**src/rtl/prog_loader.sv**
```systemverilog
// prog_loader
//   Program loader and instruction-store responder for the RV32 single-cycle
//   core. A little-endian byte stream arrives over a valid/ready handshake.
//   The bytes are packed into 32-bit words and written into an (INS+1)-word
//   store. The store answers the core's combinational fetch by PC.
//   core_run rises once a sentinel word has been stored or the store is full.
//
// Parameters
//   INS        highest word index; the store holds INS+1 words (0..INS)
//   SENTINEL   end-of-program / exit word, and the value of every empty slot
//
// Ports
//   clk         in   clock, rising edge
//   rst         in   synchronous active-high reset (priority over restart)
//   restart     in   synchronous re-initialise, return to LOAD
//   in_byte     in   [7:0]  program byte
//   in_valid    in   in_byte is valid
//   in_ready    out  loader accepts a byte this cycle
//   pc          in   [31:0] fetch byte address
//   instr       out  [31:0] fetched word (combinational)
//   core_run    out  program loaded; core may execute
//   word_count  out  words written since the last reset/restart
module prog_loader #(
    parameter int          INS      = 5,
    parameter logic [31:0] SENTINEL = 32'haaaaaaaa
) (
    input  logic                        clk,
    input  logic                        rst,
    input  logic                        restart,
    input  logic [7:0]                  in_byte,
    input  logic                        in_valid,
    output logic                        in_ready,
    input  logic [31:0]                 pc,
    output logic [31:0]                 instr,
    output logic                        core_run,
    output logic [$clog2(INS+2)-1:0]    word_count
);

    localparam int WCW = $clog2(INS + 2);
    localparam int AW  = (INS > 0) ? $clog2(INS + 1) : 1;

    typedef enum logic {
        S_LOAD = 1'b0,
        S_RUN  = 1'b1
    } state_t;

    state_t            r_state;
    logic [1:0]        r_byte_idx;
    logic [23:0]       r_partial;
    logic [WCW-1:0]    r_word_count;
    logic              r_core_run;
    logic [31:0]       r_store [0:INS];

    logic              w_accept;
    logic              w_write;
    logic [31:0]       w_word;
    logic [WCW-1:0]    w_word_count_next;
    logic [29:0]       w_wa;
    logic [1:0]        w_unused_pc_lo;

    // restart and rst block the handshake in the same cycle so a byte
    // presented alongside them is never consumed.
    assign in_ready          = (r_state == S_LOAD) && !restart && !rst;
    assign w_accept          = in_valid && in_ready;
    assign w_write           = w_accept && (r_byte_idx == 2'd3);
    assign w_word            = {in_byte, r_partial};
    assign w_word_count_next = r_word_count + 1'b1;

    // Control state: byte packing, word counter and LOAD/RUN sequencing.
    always_ff @(posedge clk) begin
        if (rst || restart) begin
            r_state      <= S_LOAD;
            r_byte_idx   <= 2'd0;
            r_partial    <= 24'd0;
            r_word_count <= '0;
            r_core_run   <= 1'b0;
        end else if (w_accept) begin
            r_byte_idx <= r_byte_idx + 2'd1;
            case (r_byte_idx)
                2'd0: r_partial[7:0]   <= in_byte;
                2'd1: r_partial[15:8]  <= in_byte;
                2'd2: r_partial[23:16] <= in_byte;
                default: begin
                    // Fourth byte: the word is written by the store below.
                    r_word_count <= w_word_count_next;
                    if ((w_word == SENTINEL) ||
                        (w_word_count_next == WCW'(INS + 1))) begin
                        r_state    <= S_RUN;
                        r_core_run <= 1'b1;
                    end
                end
            endcase
        end
    end

    // Store: one register per word so that reset can refill every slot
    // with the sentinel in a single cycle.
    generate
        for (genvar gi = 0; gi <= INS; gi++) begin : g_store
            always_ff @(posedge clk) begin
                if (rst || restart) begin
                    r_store[gi] <= SENTINEL;
                end else if (w_write && (r_word_count == WCW'(gi))) begin
                    r_store[gi] <= w_word;
                end
            end
        end
    endgenerate

    // Fetch: word-addressed, byte offset ignored; out-of-range returns
    // the exit word so a runaway core stops.
    assign w_wa           = pc[31:2];
    assign w_unused_pc_lo = pc[1:0];

    always_comb begin
        instr = SENTINEL;
        if (w_wa <= 30'(INS)) begin
            instr = r_store[w_wa[AW-1:0]];
        end
    end

    assign core_run   = r_core_run;
    assign word_count = r_word_count;

endmodule

```
**config.mk**
```make
export PLATFORM = sky130hd
export DESIGN_NAME = prog_loader
export DESIGN_NICKNAME = d
export VERILOG_FILES = /design/src/rtl/prog_loader.sv
export SDC_FILE = /design/constraint.sdc
export NUM_CORES = 1
export LEC_CHECK = 0
export ABC_AREA = 0
export CAP_MARGIN = 20
export CORE_MARGIN = 5
export CORE_UTILIZATION = 50
export DETAILED_ROUTE_END_ITERATION = 8
export GPL_TIMING_DRIVEN = 0
export PLACE_DENSITY = 0.7
export SLEW_MARGIN = 10
export SYNTH_ARGS = -nofsm -noshare
export SYNTH_HDL_FRONTEND = slang
export SYNTH_SLANG_ARGS = --single-unit
```
**constraint.sdc**
```tcl
create_clock -name clk -period 3.2 [get_ports clk]
set_clock_uncertainty 0.15 [all_clocks]
set_input_delay 0.48 -clock clk [delete_from_list [all_inputs] [get_ports clk]]
set_output_delay 0.48 -clock clk [all_outputs]
set_load 0.02 [all_outputs]
```
==> results of run 1 <==
-- critical path: cells and delay by family --
family                 cells  cell delay [ps]
buffers and inverters      3              890
and+or+nand+nor            1              560
AOI/OAI and AO/OA          2              620
-- cell usage in the layout (no fill, tap or decap), types with 8 or more instances in the layout --
cell type / synthesis / final
a211oi_2: 10 / 8
clkdlybuf4s50_1: 0 / 37
buf_2: 20 / 27
nor2_1: 26 / 26
ha_1: 9 / 9
dfxtp_1: 30 / 30
clkbuf_1: 27 / 33
o21ai_0: 17 / 17
nand3_1: 25 / 25
mux4_2: 32 / 32
nand2b_1: 102 / 96
and2_1: 97 / 97
edfxtp_1: 192 / 192
mux2i_1: 32 / 32
nand2_1: 60 / 60
a21oi_1: 29 / 29
dlygate4sd2_1: 0 / 17
clkbuf_16: 0 / 23
-- worst max-delay path by stage --
| stage | cells after the start | from | slack (ps) | endpoint |
|---|---|---|---|---|
| floorplan | 6 | restart | 330 | r_store[4][0] |
| global placement | 7 | restart | -1210 | r_store[0][18] |
| detailed placement | 6 | pc[14] | -540 | instr[19] |
| CTS | 6 | pc[11] | 3 | instr[18] |
| global route | 6 | pc[11] | -30 | instr[28] |
| finish | 6 | pc[11] | 10 | instr[28] |
-- stage by stage --
step | setup slack (ps) | utilization (%)
2_1_floorplan | 327 | -
3_3_place_gp | -1210 | 55.5
3_5_place_dp | -542 | 56.3
4_1_cts | 3.11 | 59.6
5_1_grt | -33.6 | 59.6
6_report | 9.54 | 59.6
-- sequential cells by signal, indices dropped and copies added, names as in the netlist --
register    cells
r_store       192
r_partial      24
word_count      3
r_byte_idx      2
core_run        1
-- layer usage --
layer	vias to the layer above	GRT usage, %
met5	-	0
met4	0	4.75
met3	26	3.41
met2	244	36.8
met1	3138	25.5
li1	2933	-
-- report_power, final --
part / leakage, uW / internal, uW / switching (uW)
clock: 0.000314 / 1320 / 1020
sequential: 0.00202 / 3180 / 16.9
combinational: 0.00155 / 129 / 188
-- cell type report --
cell class | instances | area [um^2] | area share (%)
sequential | 222 | 6370 | 53.1
multi-input combinational | 476 | 3550 | 29.6
timing repair buffer | 79 | 816 | 6.80
clock buffer | 31 | 606 | 5.05
tap | 270 | 338 | 2.82
buffer | 54 | 244 | 2.03
clock inverter | 8 | 48.8 | 0.407
inverter | 6 | 22.5 | 0.188
-- timing repair --
item / CTS / global route
endpoints found under the setup margin: 32 / 36
hold buffers: 0 / 0
gates cloned: 0 / 0
pin swaps: 5 / 1
setup buffers: 4 / 0
gates resized for setup: 68 / 13
-- cell families after synthesis --
kind of cell             after synthesis
AO/OA/AOI/OAI                         65
buffers and inverters                 61
XOR/XNOR                               2
adder cells (fa/ha/maj)                9
AND/OR/NAND/NOR                      336
flip-flops                           222
multiplexers                          64
==> run_results.csv, run 1 <==
group,metric,value,unit
finish,fillers,1573,
yosys,netlist_instances,759,
detailed_routing,vias,6341,
detailed_routing,drt_iter0_drc,730,
placement,dp_hpwl,16400,um
global_route,grt_max_degree,24,
detailed_routing,drt_wl_total,23500,um
power,finalPower,5860,uW
cts,clock_sinks,222,
detailed_routing,drcViolationCount,0,
placement,place_area,11300,um^2
placement,place_inst,1104,
yosys,muxShareOfSynthArea,10.3,%
setup_path,cp_max_fo,10,
die,dieHeight,152,um
yosys,synth_nets,812,
yosys,synth_area_leaders,"edfxtp_1 57%, mux4_2 7.1%, nand2b_1 6.3%",
setup_path,worstPathArrival,2560,ps
power,vdd.ir_drop.worst,0.351,mV
detailed_routing,viasPerCell,5.53,
timing,max_clock_freq,0.313,GHz
hold_path,hold_path.class,"input port to register",
timing,slew_headroom,39.2,%
detailed_routing,ant_nets,0,
hold_path,hold_depth,3,
detailed_routing,met2_length,12300,um
setup_path,r2r-end,"r_store[2][17]",
die,num_io_pins,81,
detailed_routing,avgRoutedWirePerCell,20.5,um
setup_path,cp-start-kind,"input port",
yosys,synthSimpleGateAreaFrac,18.6,%
job,drv_cap,0,
timing,rsz0062_at_grt,"yes",
yosys,synth_area_leader_cell,"edfxtp_1",
cts,cts_tree,"yes",
hold_path,hold_end,"r_partial[23]",
yosys,yosysTopAreaCellShare,56.9,%
yosys,ys_ff_latch,222,
yosys,synth_top_family_by_area,"simple AND/OR/NAND/NOR gates",
die,die_width,152,um
yosys,yosysSeqAreaShare,62.8,%
cts,clk_path_buf_depth,3,
timing,fin_tns_setup,0,ps
finish,final_cell_area,12000,um^2
timing,fin_hold_ws,257,ps
hold_path,hp-start,"in_byte[7]",
setup_path,r2r_start,"core_run",
timing,final_hold_viol_count,0,
finish,layout.cells.non_filler,1146,
finish,drive_above_1_share,14.5,%
setup_path,required,2570,ps
outcome,status,"finished clean",
cts,cts_buffers,22,
detailed_routing,drt_pass1_iterations,5,
setup_path,slowest_delay,560,ps
power,p_leak,0.00388,uW
yosys,synthDistinctLibCells,34,
yosys,syn_area,10100,um^2
finish,flow.area_growth_from_synthesis,18.3,%
yosys,async_flop_share,0,%
die,dieArea,23200,um^2
die,start_util,50.4,%
timing,worstMarginPinSlew,909,ps
timing,fin_crit_sh,99.7,%
finish,nets,914,
yosys,synthMostInstantiatedCell,"edfxtp_1",
yosys,ys_warn_count,0,
die,core.rowCount,52,
setup_path,slowest_stage,"or4_4",
setup_path,crit_type,"input port to primary output",
global_route,antenna_found_initial,0,
detailed_routing,met1_length,9240,um
yosys,synth_xor_area_share,0.173,%
setup_path,setup.worst_path.end_class,"primary output",
finish,antenna_cells,0,
setup_path,regToRegSetupSlack,240,ps
power,powerDensity,489,nW/um^2
cts,htreeDepth,1,
timing,period_needed,3190,ps
placement,gp_congestion,0.912,
setup_path,rr_worst_depth,7,
cts,path_clk_slew,60,ps
global_route,grt_pass1_wl,37100,um
cts,cts-root-buf,"clkbuf_16",
yosys,synth_compound_area_share,4.41,%
cts,clock_latency,490,ps
yosys,synth-main-ff-cell,"edfxtp_1",
global_route,grt_use_total,20.3,%
detailed_routing,routed-wl-met3,1660,um
yosys,avgSynthCellArea,13.4,um^2
global_route,globalRoute.totalOverflow,0,
setup_path,path_cells,"clkdlybuf4s50_1 > or4_4 > a2111o_1 > buf_6 > a211oi_2 > clkdlybuf4s15_2",
yosys,synthTopCellsByCount,"192 x edfxtp_1, 102 x nand2b_1, 97 x and2_1, 60 x nand2_1",
global_route,grt_pass1_vias,6641,
yosys,synth_edf_count,192,
timing,setup_viol,0,
placement,port_buffers,69,
detailed_routing,top_layer,"met4",
yosys,synth_adder_area_share,1.11,%
die,core,20100,um^2
timing,slew_viol_final,0,
Power figures use the tool's default switching activity.
==> run 2: changes to the inputs <==
ABC_CLOCK_PERIOD_IN_PS = 3200   (was unset)
CAP_MARGIN = 5   (was 20)
==> results of run 2 <==
Same layout as run 1: the final DEF is identical, and so are final timing and power.
==> run 3: changes to the inputs <==
PLACE_DENSITY = 0.76   (was 0.7)
==> run_results.csv, run 3 (synthesized netlist as in run 1, its figures left out) <==
group,metric,value,unit
global_route,grt_use_total,20.4,%
hold_path,hold_depth,3,
finish,finalCoreUtilization,59.8,%
detailed_routing,avgRoutedWirePerCell,20.8,um
global_route,grt_pass1_vias,6669,
power,powerDensity,512,nW/um^2
timing,max_clock_freq,0.323,GHz
die,dieHeight,152,um
cts,path_clk_slew,70,ps
job,drv_cap,0,
timing,fin_tns_setup,0,ps
finish,regArea,6370,um^2
power,finalPower,6150,uW
finish,top_register,"r_store",
placement,dp_hpwl,16000,um
setup_path,worstPathArrival,2470,ps
detailed_routing,drt_wl_total,23800,um
finish,flow.area_growth_from_synthesis,18.5,%
cts,clock_latency,510,ps
setup_path,crit_type,"input port to primary output",
timing,slew_viol_final,0,
power,switching_share,20.5,%
placement,gp_congestion,0.846,
finish,nets,914,
setup_path,setup.worst_path.end_class,"primary output",
setup_path,required,2570,ps
die,core,20100,um^2
timing,fin_crit_sh,96.8,%
cts,cts_buffers,22,
outcome,status,"finished clean",
power,p_leak,0.00391,uW
global_route,globalRoute.totalOverflow,0,
setup_path,cp-start-kind,"input port",
cts,clock_sinks,222,
timing,slew_headroom,40.2,%
placement,port_buffers,69,
power,p_sw,1260,uW
die,num_io_pins,81,
detailed_routing,drt_pass1_iterations,6,
die,core.rowCount,52,
finish,final_cell_mix,"192 x edfxtp_1, 97 x and2_1, 96 x nand2b_1, 60 x nand2_1, 37 x clkdlybuf4s50_1",
setup_path,regToRegSetupSlack,220,ps
power,intPower,4890,uW
cts,clk_path_buf_depth,3,
timing,worstMarginPinSlew,894,ps
setup_path,rr_worst_depth,7,
die,start_util,50.4,%
timing,period_needed,3100,ps
power,vdd.ir_drop.worst,0.299,mV
finish,final_common_cell,"edfxtp_1",
timing,final_hold_viol_count,0,
power,power_frac_seq,52.0,%
detailed_routing,viasPerCell,5.57,
die,dieArea,23200,um^2
detailed_routing,drt_iter0_drc,578,
finish,multi_input_area,3520,um^2
timing,setup_viol,0,
timing,rsz0062_at_grt,"no",
cts,cts_tree,"yes",
global_route,grt_pass1_wl,37300,um
detailed_routing,drcViolationCount,0,
hold_path,hold_path.class,"input port to register",
detailed_routing,ant_nets,0,
finish,antenna_cells,0,
finish,fillers,1547,
finish,drive_above_1_share,15.7,%
setup_path,cp_max_fo,6,
die,die_width,152,um
cts,htreeDepth,1,
detailed_routing,vias,6390,
power,p_comb_share,5.1,%
finish,largest_reg_flops,192,
power,power_frac_clock,42.9,%
cts,cts-root-buf,"clkbuf_16",
global_route,antenna_found_initial,0,
global_route,grt_max_degree,23,
-- run 3: changes by cell type in the layout (fill, tap and decap cells not counted), sizes merged --
cell           delta
dlymetal6s2s      +1
clkdlybuf4s15     -7
buf               +8
clkinvlp          -1
dlygate4sd2       -2
clkbuf            +4
clkinv            -3
bufinv            +1
-- run 3: power groups by stage --
stage | logic (uW) | clock network, uW | registers, uW
2_1_floorplan | 174 | 0 | 3260
3_3_place_gp | 285 | 0 | 3270
3_5_place_dp | 312 | 0 | 3260
4_1_cts | 315 | 2660 | 3200
5_1_grt | 335 | 2780 | 3200
6_report | 313 | 2640 | 3200
-- run 3: metrics by stage --
step,hold slack [ps],cells,cell area [um^2],setup WS (ps)
after floorplan,327,759,10100,327
after global placement,372,1098,11200,-1180
after detailed placement,383,1104,11300,-542
after CTS,226,1146,12000,-59.7
after global routing,277,1147,12000,2.58
final,241,1147,12000,101
-- run 3: final cells by class --
| cell class | count | area share (%) |
|---|---|---|
| clock inverter | 5 | 0.406 |
| tap | 270 | 2.81 |
| buffer | 55 | 2.11 |
| timing repair buffer | 78 | 6.31 |
| inverter | 6 | 0.187 |
| sequential | 222 | 53.0 |
| clock buffer | 35 | 5.84 |
| multi-input combinational | 476 | 29.3 |
-- run 3: path summary, 6_finish.rpt --
| check | endpoint | startpoint |
|---|---|---|
| max reg2reg | r_store[1][4] | core_run |
| min reg2reg | r_partial[16] | r_partial[16] |
| max | instr[3] | pc[14] |
| min | r_partial[23] | in_byte[7] |
-- run 3: timing repair --
action,4_1_cts,5_1_grt
resized for setup,93,2
hold buffers,0,0
endpoints found under the setup margin,32,9
pin swaps,4,2
buffers inserted,2,1
-- run 3: worst max-delay path, stage by stage --
cell and delay (ps):
clkdlybuf4s50_1 400, or4_4 560, a2111oi_4 430, buf_6 190, nand2_1 80, dlygate4sd2_1 330
-- run 3: layer usage --
layer | GRT usage [%] | share of wire [%] | vias to the layer above
li1 | - | - | 2929
met1 | 26.6 | 39 | 3126
met2 | 35.6 | 50 | 287
met3 | 3.41 | 7.8 | 48
met4 | 5.48 | 2.3 | 0
met5 | 0 | 0 | -
